$ cat src/rtl/if_fetch_queue.sv
// Instruction prefetch queue between IF and ID: buffers {PC, instruction} pairs
// across ID stalls, flushes on taken branch/jump, and back-pressures the next-PC mux.
module if_fetch_queue #(
   parameter int RegWidth = 16,
   parameter int Depth    = 4,
   parameter int PtrWidth = 2
) (
   input  logic                CLK,
   input  logic                RST,
   input  logic                Flush,
   input  logic                Push_Valid,
   input  logic [RegWidth-1:0] Push_PC,
   input  logic [RegWidth-1:0] Push_Instr,
   output logic                Fetch_Stall,
   input  logic                Pop_Ready,
   output logic                Out_Valid,
   output logic [RegWidth-1:0] Out_PC,
   output logic [RegWidth-1:0] Out_Instr,
   output logic [PtrWidth:0]   Count
);

   // Depth is 2**PtrWidth, so "full" is exactly the MSB-only count value.
   localparam logic [PtrWidth:0]   CNT_FULL = {1'b1, {PtrWidth{1'b0}}};
   localparam logic [PtrWidth:0]   CNT_ONE  = {{PtrWidth{1'b0}}, 1'b1};
   localparam logic [PtrWidth-1:0] PTR_ONE  = {{(PtrWidth-1){1'b0}}, 1'b1};

   logic [RegWidth-1:0] pc_mem_q    [Depth];
   logic [RegWidth-1:0] instr_mem_q [Depth];

   logic [PtrWidth-1:0] wp_q, wp_d;
   logic [PtrWidth-1:0] rp_q, rp_d;
   logic [PtrWidth:0]   cnt_q, cnt_d;

   logic full, empty, push_acc, pop_acc;

   assign full     = (cnt_q == CNT_FULL);
   assign empty    = (cnt_q == '0);
   assign push_acc = Push_Valid && !full;
   assign pop_acc  = Pop_Ready && !empty;

   always_comb begin
      wp_d  = wp_q;
      rp_d  = rp_q;
      cnt_d = cnt_q;
      if (Flush) begin
         wp_d  = '0;
         rp_d  = '0;
         cnt_d = '0;
      end else begin
         if (push_acc) wp_d = wp_q + PTR_ONE;
         if (pop_acc)  rp_d = rp_q + PTR_ONE;
         case ({push_acc, pop_acc})
            2'b10:   cnt_d = cnt_q + CNT_ONE;
            2'b01:   cnt_d = cnt_q - CNT_ONE;
            default: cnt_d = cnt_q;
         endcase
      end
   end

   always_ff @(posedge CLK) begin
      if (RST) begin
         wp_q  <= '0;
         rp_q  <= '0;
         cnt_q <= '0;
      end else begin
         wp_q  <= wp_d;
         rp_q  <= rp_d;
         cnt_q <= cnt_d;
      end
   end

   // Storage needs no reset: entries are only observed while the queue is non-empty.
   always_ff @(posedge CLK) begin
      if (!RST && !Flush && push_acc) begin
         pc_mem_q[wp_q]    <= Push_PC;
         instr_mem_q[wp_q] <= Push_Instr;
      end
   end

   assign Fetch_Stall = full;
   assign Out_Valid   = !empty;
   assign Count       = cnt_q;
   assign Out_PC      = empty ? '0 : pc_mem_q[rp_q];
   assign Out_Instr   = empty ? '0 : instr_mem_q[rp_q];

endmodule

$ cat config.mk
export PLATFORM = sky130hd
export DESIGN_NAME = if_fetch_queue
export DESIGN_NICKNAME = d
export VERILOG_FILES = /design/src/rtl/if_fetch_queue.sv
export SDC_FILE = /design/constraint.sdc
export NUM_CORES = 1
export LEC_CHECK = 0
export CAP_MARGIN = 20
export CORE_ASPECT_RATIO = 0.5
export CORE_MARGIN = 10
export CORE_UTILIZATION = 40
export DETAILED_ROUTE_END_ITERATION = 10
export MAX_ROUTING_LAYER = met4
export PLACE_DENSITY = 0.66
export SLEW_MARGIN = 20
export SYNTH_ARGS = -nofsm -noshare
export SYNTH_HDL_FRONTEND = slang
export SYNTH_SLANG_ARGS = --single-unit
export TNS_END_PERCENT = 30
$ cat constraint.sdc
create_clock -name CLK -period 4.5 [get_ports CLK]
set_input_delay 0.675 -clock CLK [delete_from_list [all_inputs] [get_ports CLK]]
set_output_delay 0.675 -clock CLK [all_outputs]
set_load 0.03 [all_outputs]
# After elaboration in Yosys (flattened, before gate mapping)
# Memory sizes are Yosys's and may differ from the RTL's. A register that Yosys moved wholly into a read port is not among the register bits.
# Index checks and enable logic that the tools add are counted.
# W data, S select, Z words.
# word_totals
regBits,7
ramBits,128
in_bits,37
output_inout_bits,37
wordCells,32
memories,2
# mem_list
name,depth,width,read_ports,rd_clocked_by_memory_dff,wr,line,source
instr_mem_q,4,16,1,1,1,28,logic [RegWidth-1:0] instr_mem_q [Depth];
pc_mem_q,4,16,1,1,1,27,logic [RegWidth-1:0] pc_mem_q [Depth];
# op_classes
addsub,4
n_eq_ne,3
mux,9
n_reduce_logical,11
# op_table
cell,count
$mux W16,2
$mux W2,4
$pmux W3 S2,1
$add A2 B1 Y2 const B,2
$logic_and A1 B1 Y1,4
$logic_not A1 Y1,4
$add A3 B1 Y3 const B,1
$eq A3 B3 Y1 const B,1
$logic_not A3 Y1,1
$sub A3 B1 Y3 const B,1
$eq A2 B1 Y1 const B,1
$eq A2 B2 Y1 const B,1
$mux W1,2
$reduce_bool A2 Y1,1
$reduce_or A2 Y1,1

# Longest topological paths before layout
# Gate-level depths: netlist (run 1).
# depth
word_depth,6
depth_mapped,9
ltp_nobuf,9

# Least setup slack after synthesis (run 1)
# Ideal clock, no wire load.
# synth_timing
kind,flip-flop to flip-flop
from,"reg cnt_q[2], in the netlist Count[2]"
to,"reg cnt_q[2], in the netlist Count[2]"
setup_time_ns,0.070
arrival_ns,2.378
required_time_ns,4.430
slack_ns,2.053
stages_incl_launch_ff,10
path_buffers,0
period_less_slack_ns,2.447
path_cell_list,dfxtp_1 > or3b_4 > and2_4 > inv_1 > ha_1 > inv_1 > fa_1 > xor2_1 > or3_1 > a21oi_1
# synth_between
elab_chain_cells,5
elab_cells_between_ends,12
classes_between,2 x add/sub; 3 x eq/ne; 1 x mux; 6 x reduce/logical
# synth_lines
item,line,source
from (decl),32,"logic [PtrWidth:0] cnt_q, cnt_d;"
from (signal assigned),68,cnt_q <= cnt_d;
$eq A3 B3 Y1 / $logic_not A3 Y1 (equally long branches),"36, 37",
$logic_not A1 Y1 (on tied branches),"38, 39",
$logic_and A1 B1 Y1 (on tied branches),"38, 39",
$eq A2 B1 Y1 / $eq A2 B2 Y1 (equally long branches),52,"case ({push_acc, pop_acc})"
$pmux W3 S2 / $reduce_bool A2 Y1 (equally long branches),--,
# Parallel ways exist; a longest one is shown, timed or not.
# A chain may end at the register's enable or synchronous reset.

==> qor.txt, run 1 <==
ANT cells: 0
RSZ-0062 raised after global routing: no
Measured slew at the worst slew-check pin: 0.923 ns
Reg area: 0.00403 mm²
Sequential cell area fraction in the yosys report: 75.3%
P_leak: 2.18 nW
Mapped Area: 0.00534 mm²
# hold bufs at CTS: 0
Die Wd: 183 µm
Row Count: 29
Synth top area share: 72.0%
Drt drc: 0
Status: completed
Pre-antenna DRT Iters: 4
Final Setup Violations: 0
Area grow syn2layout: 28.5%
Largest cells by area after synthesis: edfxtp_1 (72%), mux4_2 (13%), nor2b_1 (3.9%), dfxtp_1 (3.4%), ha_1 (1.2%)
Multi-input logic area: 0.00122 mm²
Via/cell ratio: 5.05
Hold Path Cell Cnt: 2
Clock transition at path regs: 0.06 ns
Power Density: 452 mW/mm²
Worst Reg-to-Reg Cells: 9
WL per Instance: 20.0 µm
Top Ports: 74
Highest clock rate: 277 MHz
Setup_tns: 0 ns
Hold Path Class: reg -> reg
Critical path endpoint category: output port
Max-slew violations: 0
Initial Util: 41.5%
Worst EP arrival: 2.93 ns
GRT met1 Usage: 13.5%
Clock Tree Root: clkbuf_16
Dpl hpwl: 6320 µm
Via Count: 2647
CTS tree: yes
Grt total ovfl: 0
Synth area leader: edfxtp_1
Postcts setup bufs: 0
NumNets Final: 384
Distinct cells, synth: 26
CP Class: reg -> out
Fin crit share: 80.2%
Clock sinks: 137
Clock Tree Buf Depth: 2
Num CTS Buffers: 17
Fin area: 0.00686 mm²
CTS resizes: 0
Detail Route Antenna Nets: 0
Global Route met3 Usage: 3.39%
Gr busiest metal: met2
Max cap viols: 0
Synth Register Bits: 137
Met2 GRT Util: 20.2%
Fin Clk Skew: 0.00416 ns
CP max FO: 20
Vias in the first global route: 2990
Initial antenna violation count: 0
Post-layout util: 53.3%
Die height: 102 µm
RePlAce Congestion: 0.757
CP Launch Type: register
Critical path required time: 3.83 ns
Minimum clock period after layout: 3.61 ns
Placed cell area: 0.00623 mm²
DRT iter0 DRCs: 199
Area of the core: 0.0129 mm²
Mapped Nets: 301
Peak VDD IR: 0.255 mV
Total GRT Usage: 12.1%
Full die area: 0.0187 mm²
PortBufs: 73
DRT Wirelength: 10500 µm
First-pass GRT wire length: 16200 µm
Post-Syn Instances: 258
Worst-Skew Late Latency: 0.41 ns
Syn. warnings: 0
H-tree level count: 4
Largest net degree at the start of global routing: 33
Layout cells sized above 1: 20.1%
Fill cell count: 1003
Normalized max-slew margin: 38.5%
Hold Violations, Final: 0
Syn_area_per_cell: 20.7 µm²
metrics by stage:
| stage | total power [mW] | hold WS (ns) | instances | setup WS, ns |
|---|---|---|---|---|
| 2_1_floorplan | 1.54 | 0.453 | 258 | 2.05 |
| 3_3_place_gp | 1.63 | 0.465 | 492 | 1.26 |
| 3_5_place_dp | 1.64 | 0.483 | 492 | 1.26 |
| 4_1_cts | 3.13 | 0.488 | 524 | 0.794 |
| 5_1_grt | 3.19 | 0.544 | 524 | 0.652 |
| 6_report | 3.10 | 0.490 | 524 | 0.892 |
worst max-delay path, stage by stage, from the launching register on:
cell and delay [ns]:
dfxtp_2 0.78, buf_4 0.42, mux4_2 0.56, nor2b_1 0.15, clkdlybuf4s50_1 0.61
cells in the final DEF (no fill, tap or decap), drive strengths merged:
cell type	instances
edfxtp	128
clkdlybuf4s50	73
nor2b	33
mux4	32
clkbuf	18
inv	9
dfxtp	9
clkinv	6
ha	5
bufinv	5
nor2	4
and3	4
a21oi	4
o21ai	4
xor2	2
nand2	2
or3	2
clkinvlp	2
buf	2
nor3	1
or3b	1
and2	1
or2	1
a21o	1
nand3	1
or4b	1
nand4	1
o31ai	1
fa	1
area by class of cell:
cell class,instances,area share [%]
Timing Repair Buffer,75,10.9
Sequential cell,137,58.7
Inverter,8,0.438
Multi-Input combinational cell,102,17.7
Tap cell,170,3.10
Clock inverter,14,2.95
Clock buffer,18,6.25
registers in the layout, summed over array words and instances, names as in the netlist, named ones only:
name and cells:
wp_q 2, instr_mem_q 64, rp_q 2, pc_mem_q 64
Count 3
cell families after synthesis:
| group | after synthesis | synth area share, % |
|---|---|---|
| buf+inv | 19 | 1.99 |
| simple gates | 52 | 6.18 |
| xor+xnor | 2 | 0.328 |
| mux | 32 | 13.5 |
| fa+ha+maj | 6 | 1.55 |
| flops | 137 | 75.3 |
| compound gates | 10 | 1.12 |
cell usage after synthesis (all sizes together):
cell and number:
clkbuf 3, a21oi 4, or3 2, o21ai 4, ha 5, nor2 4
dfxtp 9, fa 1, or4b 1, or3b 1, buf 8, edfxtp 128
o31ai 1, and2 1, mux4 32, or2 1, a21o 1, nand4 1
and3 4, nor3 1, nand2 2, xor2 2, nand3 1, inv 8
nor2b 33
path summary, 6_finish.rpt:
path         slack (ns)            to      from
min reg2reg        0.49      register   rp_q[1]
min                0.49      register   rp_q[1]
max                0.89  Out_Instr[3]  register
max reg2reg        1.88      Count[2]  Count[1]
per-layer routing:
metal	part of all wire (%)	wire (µm)
met1	42	4430
met2	53	5540
met3	3.7	385
met4	1.4	142
met5	0	0
power by group:
group	switching, mW	internal, mW
Clock	0.514	0.976
Combinational	0.104	0.0908
Sequential	0.00794	1.41
Note: power is estimated with default switching activity, not from simulation.
==> run 2: changes to the inputs <==
==> constraint.sdc (replaced) <==
create_clock -name CLK -period 3.75 [get_ports CLK]
set_input_delay 0.5625 -clock CLK [delete_from_list [all_inputs] [get_ports CLK]]
set_output_delay 0.5625 -clock CLK [all_outputs]
set_load 0.03 [all_outputs]
==> run 2 against run 1 <==
Cell count did not move. Combinational power rose by 23%. Sequential share of layout area rose by 0.56 points. Critical path depth fell by 1. Clock skew rose by 0.0068 ns. Via count fell by 0.45%. First-iteration DRC count fell by 18%. Setup slack got worse by 0.28 ns. Die area did not move. Non-clock buffer count rose by 1. Largest cell class unchanged. Highest routed layer unchanged.
==> qor.txt, run 2 (synthesis results as in run 1) <==
Status: completed (unchanged)
Drt drc: 0 (unchanged)
Highest clock rate: 319 MHz
RePlAce Congestion: 0.713 (was 0.757)
Minimum clock period after layout: 3.13 ns
Commonest non-fill, non-tap cells in the layout: edfxtp_1 (128), clkdlybuf4s50_1 (73), nor2b_1 (33) (unchanged)
Placed cell area: 0.00624 mm² (was 0.00623 mm²)
Most common cell after layout, fill and taps aside: edfxtp_1 (unchanged)
Dpl hpwl: 6620 µm (was 6320 µm)
Max-slew violations: 0 (unchanged)
Vias in the first global route: 2964 (was 2990)
Power Density: 515 mW/mm² (was 452 mW/mm²)
Combinational share of power: 6.8% (was 6.3%)
Total GRT Usage: 12.2% (was 12.1%)
Critical path required time: 3.19 ns (was 3.83 ns)
Switching share of power: 21.1% (was 20.2%)
Hold Violations, Final: 0 (unchanged)
CTS resizes: 0 (unchanged)
H-tree level count: 4 (unchanged)
Worst EP arrival: 2.57 ns (was 2.93 ns)
DRT Wirelength: 10700 µm (was 10500 µm)
Full die area: 0.0187 mm² (unchanged)
# hold bufs at CTS: 0 (unchanged)
Reg power frac: 48.4% (was 45.7%)
Worst-Skew Late Latency: 0.40 ns (was 0.41 ns)
Via Count: 2635 (was 2647)
ANT cells: 0 (unchanged)
Max cap viols: 0 (unchanged)
Clock Tree Buf Depth: 2 (unchanged)
Die height: 102 µm (unchanged)
CP max FO: 32 (was 20)
PortBufs: 73 (unchanged)
Num CTS Buffers: 17 (unchanged)
Clock sinks: 137 (unchanged)
CP Class: reg -> out (unchanged)
Initial Util: 41.5% (unchanged)
Clock Tree Root: clkbuf_16 (unchanged)
Clock network fraction of design power: 44.7% (was 48.1%)
Fin area: 0.00680 mm² (was 0.00686 mm²)
Top Ports: 74 (unchanged)
Die Wd: 183 µm (unchanged)
Peak VDD IR: 0.356 mV (was 0.255 mV)
First-pass GRT wire length: 16600 µm (was 16200 µm)
Global Route met3 Usage: 2.89% (was 3.39%)
Row Count: 29 (unchanged)
Fin crit share: 83.6%
Grt total ovfl: 0 (unchanged)
Area of the core: 0.0129 mm² (unchanged)
Cell total after placement: 493 (was 492)
WL per Instance: 20.3 µm (was 20.0 µm)
Normalized max-slew margin: 38.0% (was 38.5%)
Measured slew at the worst slew-check pin: 0.931 ns (was 0.923 ns)
P_leak: 2.14 nW (was 2.18 nW)
CTS tree: yes (unchanged)
Detail Route Antenna Nets: 0 (unchanged)
Pre-antenna DRT Iters: 4 (unchanged)
NumNets Final: 385 (was 384)
Postcts setup bufs: 0 (unchanged)
Hold WS: 0.523 ns (was 0.490 ns)
Sw Pwr: 0.739 mW (was 0.626 mW)
Internal: 2.76 mW (was 2.47 mW)
Clock transition at path regs: 0.06 ns (about the same)
Initial antenna violation count: 0 (unchanged)
RSZ-0062 raised after global routing: no (unchanged)
Via/cell ratio: 5.03 (was 5.05)
GRT met1 Usage: 13.6% (was 13.5%)
Final Setup Violations: 0 (unchanged)
Gr busiest metal: met2 (unchanged)
Met2 GRT Util: 20.7% (was 20.2%)
Largest net degree at the start of global routing: 38 (was 33)
CP Launch Type: register (unchanged)
Area grow syn2layout: 27.3% (was 28.5%)
Fin Clk Skew: 0.0110 ns (was 0.00416 ns)
Layout cells sized above 1: 21.2% (was 20.1%)
DRT iter0 DRCs: 164 (was 199)
Setup_tns: 0 ns (unchanged)
Critical path endpoint category: output port (unchanged)
Non-filler cells, final: 524 (unchanged)
Hold Path Class: reg -> reg (unchanged)
==> run 2: cell types whose count changed in the layout (fill, tap and decap cells not counted) <==
| cell | before | now |
|---|---|---|
| clkinv_4 | 1 | 0 |
| clkinv_2 | 1 | 5 |
| clkinvlp_4 | 2 | 6 |
| clkinv_1 | 4 | 1 |
| buf_4 | 2 | 3 |
| inv_6 | 1 | 0 |
| clkbuf_1 | 1 | 0 |
| bufinv_16 | 5 | 2 |
==> run 2: critical path: stages (launching register included) <==
cell	delay, ns
dfxtp_2	0.88
mux4_2	0.34
nor2b_1	0.22
clkdlybuf4s50_1	0.72
==> run 2: final timing paths <==
kind | from | endpoint | slack (ns) | cells after the start
worst max-delay path | register | Out_PC[12] | 0.62 | 3
worst min-delay path | rp_q[1] | register | 0.52 | 2
worst max register to register | Count[2] | Count[2] | 1.29 | 9
worst min register to register | rp_q[1] | register | 0.52 | 2
==> run 2: metrics by stage <==
stage | power (mW) | worst slack (ns) | util [%]
floorplan | 1.85 | 1.30 | -
global placement | 1.96 | 1.01 | 48.4
detailed placement | 1.97 | 0.998 | 48.4
CTS | 3.53 | 0.552 | 52.8
global route | 3.61 | 0.486 | 52.8
finish | 3.50 | 0.616 | 52.8
==> run 2: layout make-up <==
cell class	count	area [µm²]
Clock buffer	17	425
Clock inverter	14	134
Fill cell	986	6080
Inverter	8	30.0
Multi-Input combinational cell	102	1220
Sequential cell	137	4030
Tap cell	170	213
Timing Repair Buffer	76	753
==> run 2: routing by layer <==
metal	share of wire, %	vias to the layer above
met1	42	1358
li1	-	1199
met3	3.2	12
met4	1.4	0
met5	0	-
met2	53	66
==> run 2: power by group through the flow <==
stage | registers, mW | clock network [mW] | logic [mW]
finish | 1.70 | 1.57 | 0.240
global route | 1.70 | 1.65 | 0.257
detailed placement | 1.73 | 0 | 0.243
global placement | 1.73 | 0 | 0.234
CTS | 1.70 | 1.59 | 0.244
floorplan | 1.73 | 0 | 0.119
==> patch 1 (config.mk and constraints of run 1) <==
Set the parameter `PtrWidth` to 1 (it was 2). Comments in the files are not updated.
--- a/src/rtl/if_fetch_queue.sv
+++ b/src/rtl/if_fetch_queue.sv
@@ -4,5 +4,5 @@
    parameter int RegWidth = 16,
    parameter int Depth    = 4,
-   parameter int PtrWidth = 2
+   parameter int PtrWidth = 1
 ) (
    input  logic                CLK,
Ports: changed (resized Count); port bits go from 74 to 73. The function was not compared with the original's and may differ.
==> patch 1 against run 1 <==
  * Critical path depth is 1 lower
  * Die area is 44% lower
  * Setup slack better by 0.57 ns
  * Count of clock-buffer cells in the layout is 9 lower
  * Synthesized area is 51% lower
  * Routed wire length is 50% lower
  * Clock skew hardly changed
  * Cell area is 44% lower
  * Sequential cell count is 68 lower
  * Power is 47% lower
  * Critical path type unchanged
  * Highest routed layer unchanged
==> patch 1: results (changes against run 1) <==
metric,value,unit,change
yosys-top-cells-count,"edfxtp_1 (64), nor2_1 (36), mux2i_1 (32)",,
fin_nets,283,,-26%
cts_buffers,9,,-8
ys_top_cells_by_area,"edfxtp_1 (73%), mux2i_1 (12%), nor2_1 (5.1%), dfxtp_1 (3.8%), buf_2 (1.1%)",,
clk_latency,0.32,ns,-0.09 ns
fillers,479,,-52%
vdd_drop_max,0.218,mV,-15%
grt_pass1_wl,8470,µm,-48%
drt_iter0_markers,85,,-57%
synth-edff-count,64,,-50%
leakage,1.26,nW,-42%
layout-drive-gt1-share,0.0960,,-0.105
post-cts-setup-buffers,0,,unchanged
syn-num-nets,203,,-33%
outcome,"complete, no violations",,
hp-start,rp_q,,
relSlewSlack,0.326,,-0.0583
crit_arrival,2.36,ns,-0.57 ns
ys_types,17,,-35%
cts_buffer_depth,2,,unchanged
via_per_inst,4.66,,-7.8%
final.setup_skew,0.00446,ns,+0.000301 ns
wl_per_cell,15.6,µm,-22%
gp_congestion,0.663,,-12%
hold_path.class,register to register,,
io_buffers,72,,-1.4%
htreeDepth,3,,-1
first_pass_iters,4,,unchanged
path_max_fanout,32,,+60%
seq_area_frac_synth,0.767,,+0.0140
grt_pass1_vias,1684,,-44%
start_kind,register,,
r2r_cells,5,,-4
grt_usage,0.110,,-0.0112
dp_hpwl,3780,µm,-40%
postCtsResizedCells,0,,unchanged
place_area,3480,µm²,-44%
patch 1: changes by cell type after synthesis, sizes merged, moves of 32 or more:
cell and change:
nor2b -32, mux2i +32, edfxtp -64, nor2 +32, mux4 -32
patch 1: stage by stage:
stage          hold WS [ns]  instances  total power [mW]   util  setup WS, ns
3_3_place_gp          0.488        322             0.887  0.558          1.80
4_1_cts               0.516        338              1.68  0.613          1.38
5_1_grt               0.563        338              1.72  0.613          1.30
6_report              0.513        338              1.66  0.613          1.46
2_1_floorplan         0.472        165             0.808      -         0.700
3_5_place_dp          0.504        322             0.890  0.558          1.75
patch 1: logic make-up (layout without fill, tap and decap cells):
logic type               after synthesis  count (layout)  share of synthesized area
AND/OR/NAND/NOR                       43              43                     0.0670
buffers and inverters                 12              97                     0.0199
adder cells (fa/ha/maj)                1               1                    0.00475
multiplexers                          32              32                      0.122
flip-flops                            69              69                      0.767
AO/OA/AOI/OAI                          5               5                    0.00950
XOR/XNOR                               3               3                    0.00997
patch 1: final timing paths:
path / end / slack [ns]
worst max-delay path: Out_Instr[5] / 1.46
worst min-delay path: register / 0.51
worst max register to register: Count[1] / 2.77
worst min register to register: register / 0.51
patch 1: area by class of cell:
type / count / area share
inverters: 4 / 0.00393
clock inverters: 7 / 0.0298
well taps: 88 / 0.0288
flip-flops and latches: 69 / 0.530
multi-input cells: 84 / 0.150
clock buffers: 9 / 0.0590
repair buffers: 77 / 0.199
patch 1: power breakdown:
group          total, mW  internal, mW  switching, mW
registers          0.723         0.715        0.00791
clock network      0.782         0.537          0.245
logic              0.151        0.0726         0.0785
total               1.66          1.33          0.331
patch 1: critical path, cell delays in order (launching register included):
cell and delay, ns:
dfxtp_2 0.97, mux2i_1 0.19, nor2_1 0.14, clkdlybuf4s50_1 0.70
patch 1: per-layer routing:
metal	global-route usage	up-vias	share of wire
li1	-	762	-
met5	-	-	0
met2	0.190	36	0.54
met3	0.0341	14	0.051
met4	0.0616	0	0.021
met1	0.110	763	0.39
==> patch 2 (flow settings as in run 1) <==
Made on the original files. Register the output `Count` once more, without a reset; this adds one clock of latency there. The other outputs are not delayed to match.
--- a/src/rtl/if_fetch_queue.sv
+++ b/src/rtl/if_fetch_queue.sv
@@ -80,5 +80,7 @@
    assign Fetch_Stall = full;
    assign Out_Valid   = !empty;
-   assign Count       = cnt_q;
+   always_ff @(posedge CLK) begin
+      Count <= cnt_q;
+   end
    assign Out_PC      = empty ? '0 : pc_mem_q[rp_q];
    assign Out_Instr   = empty ? '0 : instr_mem_q[rp_q];
Function: changed (Yosys sat finds a counterexample within 4 cycles, from zero or initial values).
==> patch 2 against run 1 <==
  * Cell area is 0.27% higher
  * Clock skew grew 0.0028 ns
  * Via count hardly changed
  * Routed wire length shrank 0.69%
  * First-iteration DRC count shrank 26%
  * Hold slack got worse by 0.059 ns
  * Synthesized area increased by 1.1%
  * Setup slack better by 0.34 ns
  * Clock power shrank 9%
  * Synthesized cell count increased by 1.2%
  * Sequential share of layout area is 0.71 points higher
  * Die area rose by 0.96%
  * Sequential cell count rose by 3
  * Power down 3.3%
  * Highest routed layer unchanged
==> patch 2: results (changes against run 1) <==
metric,value,unit,change
ys_top_cells_by_area,"edfxtp_1 (71%), mux4_2 (13%), dfxtp_1 (4.4%), nor2b_1 (3.8%), ha_1 (1.2%)",,
seq_area_frac_synth,0.756,,+0.00274
reg.largest.list,"instr_mem_q x64, pc_mem_q x64",,
fillers,1007,,+0.40%
via_per_inst,5.01,,-0.80%
yosys-top-cells-count,"edfxtp_1 (128), nor2b_1 (33), mux4_2 (32)",,
htreeDepth,4,,unchanged
postCtsHoldBufs,0,,unchanged
postCtsResizedCells,0,,unchanged
synth_top_area_cell,edfxtp_1,,
antenna_found_initial,0,,unchanged
min_path_cells,0,,-2
r2r_cells,9,,unchanged
dp_slack,1.61,ns,+0.353 ns
outcome,"complete, no violations",,
syn-instance-count,261,,+1.2%
hp-start,cnt_q[2],,
r2r_setup_slack,2.09,ns,+0.21 ns
wl_per_cell,19.8,µm,-1.4%
grt_max_degree,38,,+15%
vdd_drop_max,0.258,mV,+1.4%
layout-drive-gt1-share,0.204,,+0.00335
clkSlewWorstSetupHoldPaths,0.06,ns,about the same
synth-edff-count,128,,unchanged
r2r-end,cnt_q[2],,
relSlewSlack,0.400,,+0.0152
dp_cells,496,,+0.81%
ys_types,26,,unchanged
report.final.slew_viol_count,0,,unchanged
switching_share,0.203,,+0.000785
final.setup_skew,0.00699,ns,+0.00284 ns
drt_iter0_markers,147,,-26%
cts_buffer_depth,2,,unchanged
route.vias.total,2646,,-0.038%
cts_buffers,17,,unchanged
clk_latency,0.40,ns,
crit_arrival,2.59,ns,-0.34 ns
antenna_cells,0,,unchanged
holdWs,0.432,ns,-0.0589 ns
syn-num-nets,304,,+1.0%
gp_congestion,0.722,,-4.5%
grt_pass1_vias,2924,,-2.2%
cts_root_buf,clkbuf_16,,
io_buffers,73,,unchanged
r2r_start,cnt_q[2],,
first_pass_iters,4,,unchanged
leakage,2.19,nW,+0.53%
fin_nets,388,,+1.0%
grt_pass1_wl,16600,µm,+1.9%
path_max_fanout,12,,-40%
grt_usage,0.121,,-0.000201
synthArstFlopShare,0,,unchanged
dp_hpwl,6410,µm,+1.4%
place_area,6300,µm²,+1.1%
max_freq,306,MHz,+10%
-- patch 2: cell types whose count changed after synthesis --
cell / before / now
dfxtp_1: 9 / 12
-- patch 2: how the worst max path moves through the flow --
| stage | start | to | slack (ns) |
|---|---|---|---|
| 2_1_floorplan | cnt_q[2] | cnt_q[2] | 2.27 |
| 3_3_place_gp | register | Out_Instr[10] | 1.62 |
| 3_5_place_dp | register | Out_Instr[10] | 1.61 |
| 4_1_cts | register | Out_Instr[10] | 1.16 |
| 5_1_grt | register | Out_Instr[14] | 1.07 |
| 6_report | register | Out_Instr[2] | 1.23 |
-- patch 2: logic make-up after synthesis --
logic type,share of synthesized area
flops,0.756
simple gates,0.0612
mux,0.133
buf+inv,0.0197
compound gates,0.0111
fa+ha+maj,0.0153
xor+xnor,0.00324
-- patch 2: cell type report --
cell class	instances	area, µm²	area share
timing repair buffer	76	753	0.109
multi-input combinational	102	1220	0.177
tap	170	213	0.0309
clock buffer	19	433	0.0629
sequential	140	4090	0.594
clock inverter	13	150	0.0218
inverter	8	30.0	0.00436
-- patch 2: critical path: stages (launching register included) --
cell	delay [ns]
dfxtp_2	0.53
buf_4	0.33
mux4_2	0.53
nor2b_1	0.17
clkdlybuf4s50_1	0.63
-- patch 2: power groups by stage --
stage | Combinational [mW] | Sequential [mW] | Clock [mW]
6_report | 0.197 | 1.44 | 1.36
5_1_grt | 0.212 | 1.44 | 1.44
4_1_cts | 0.201 | 1.44 | 1.39
3_5_place_dp | 0.199 | 1.47 | 0
3_3_place_gp | 0.195 | 1.47 | 0
2_1_floorplan | 0.0992 | 1.47 | 0
-- patch 2: layer usage --
metal / GRT usage / part of all wire
met5: - / 0
met4: 0.0444 / 0.0073
met3: 0.0358 / 0.041
met2: 0.199 / 0.52
met1: 0.140 / 0.43
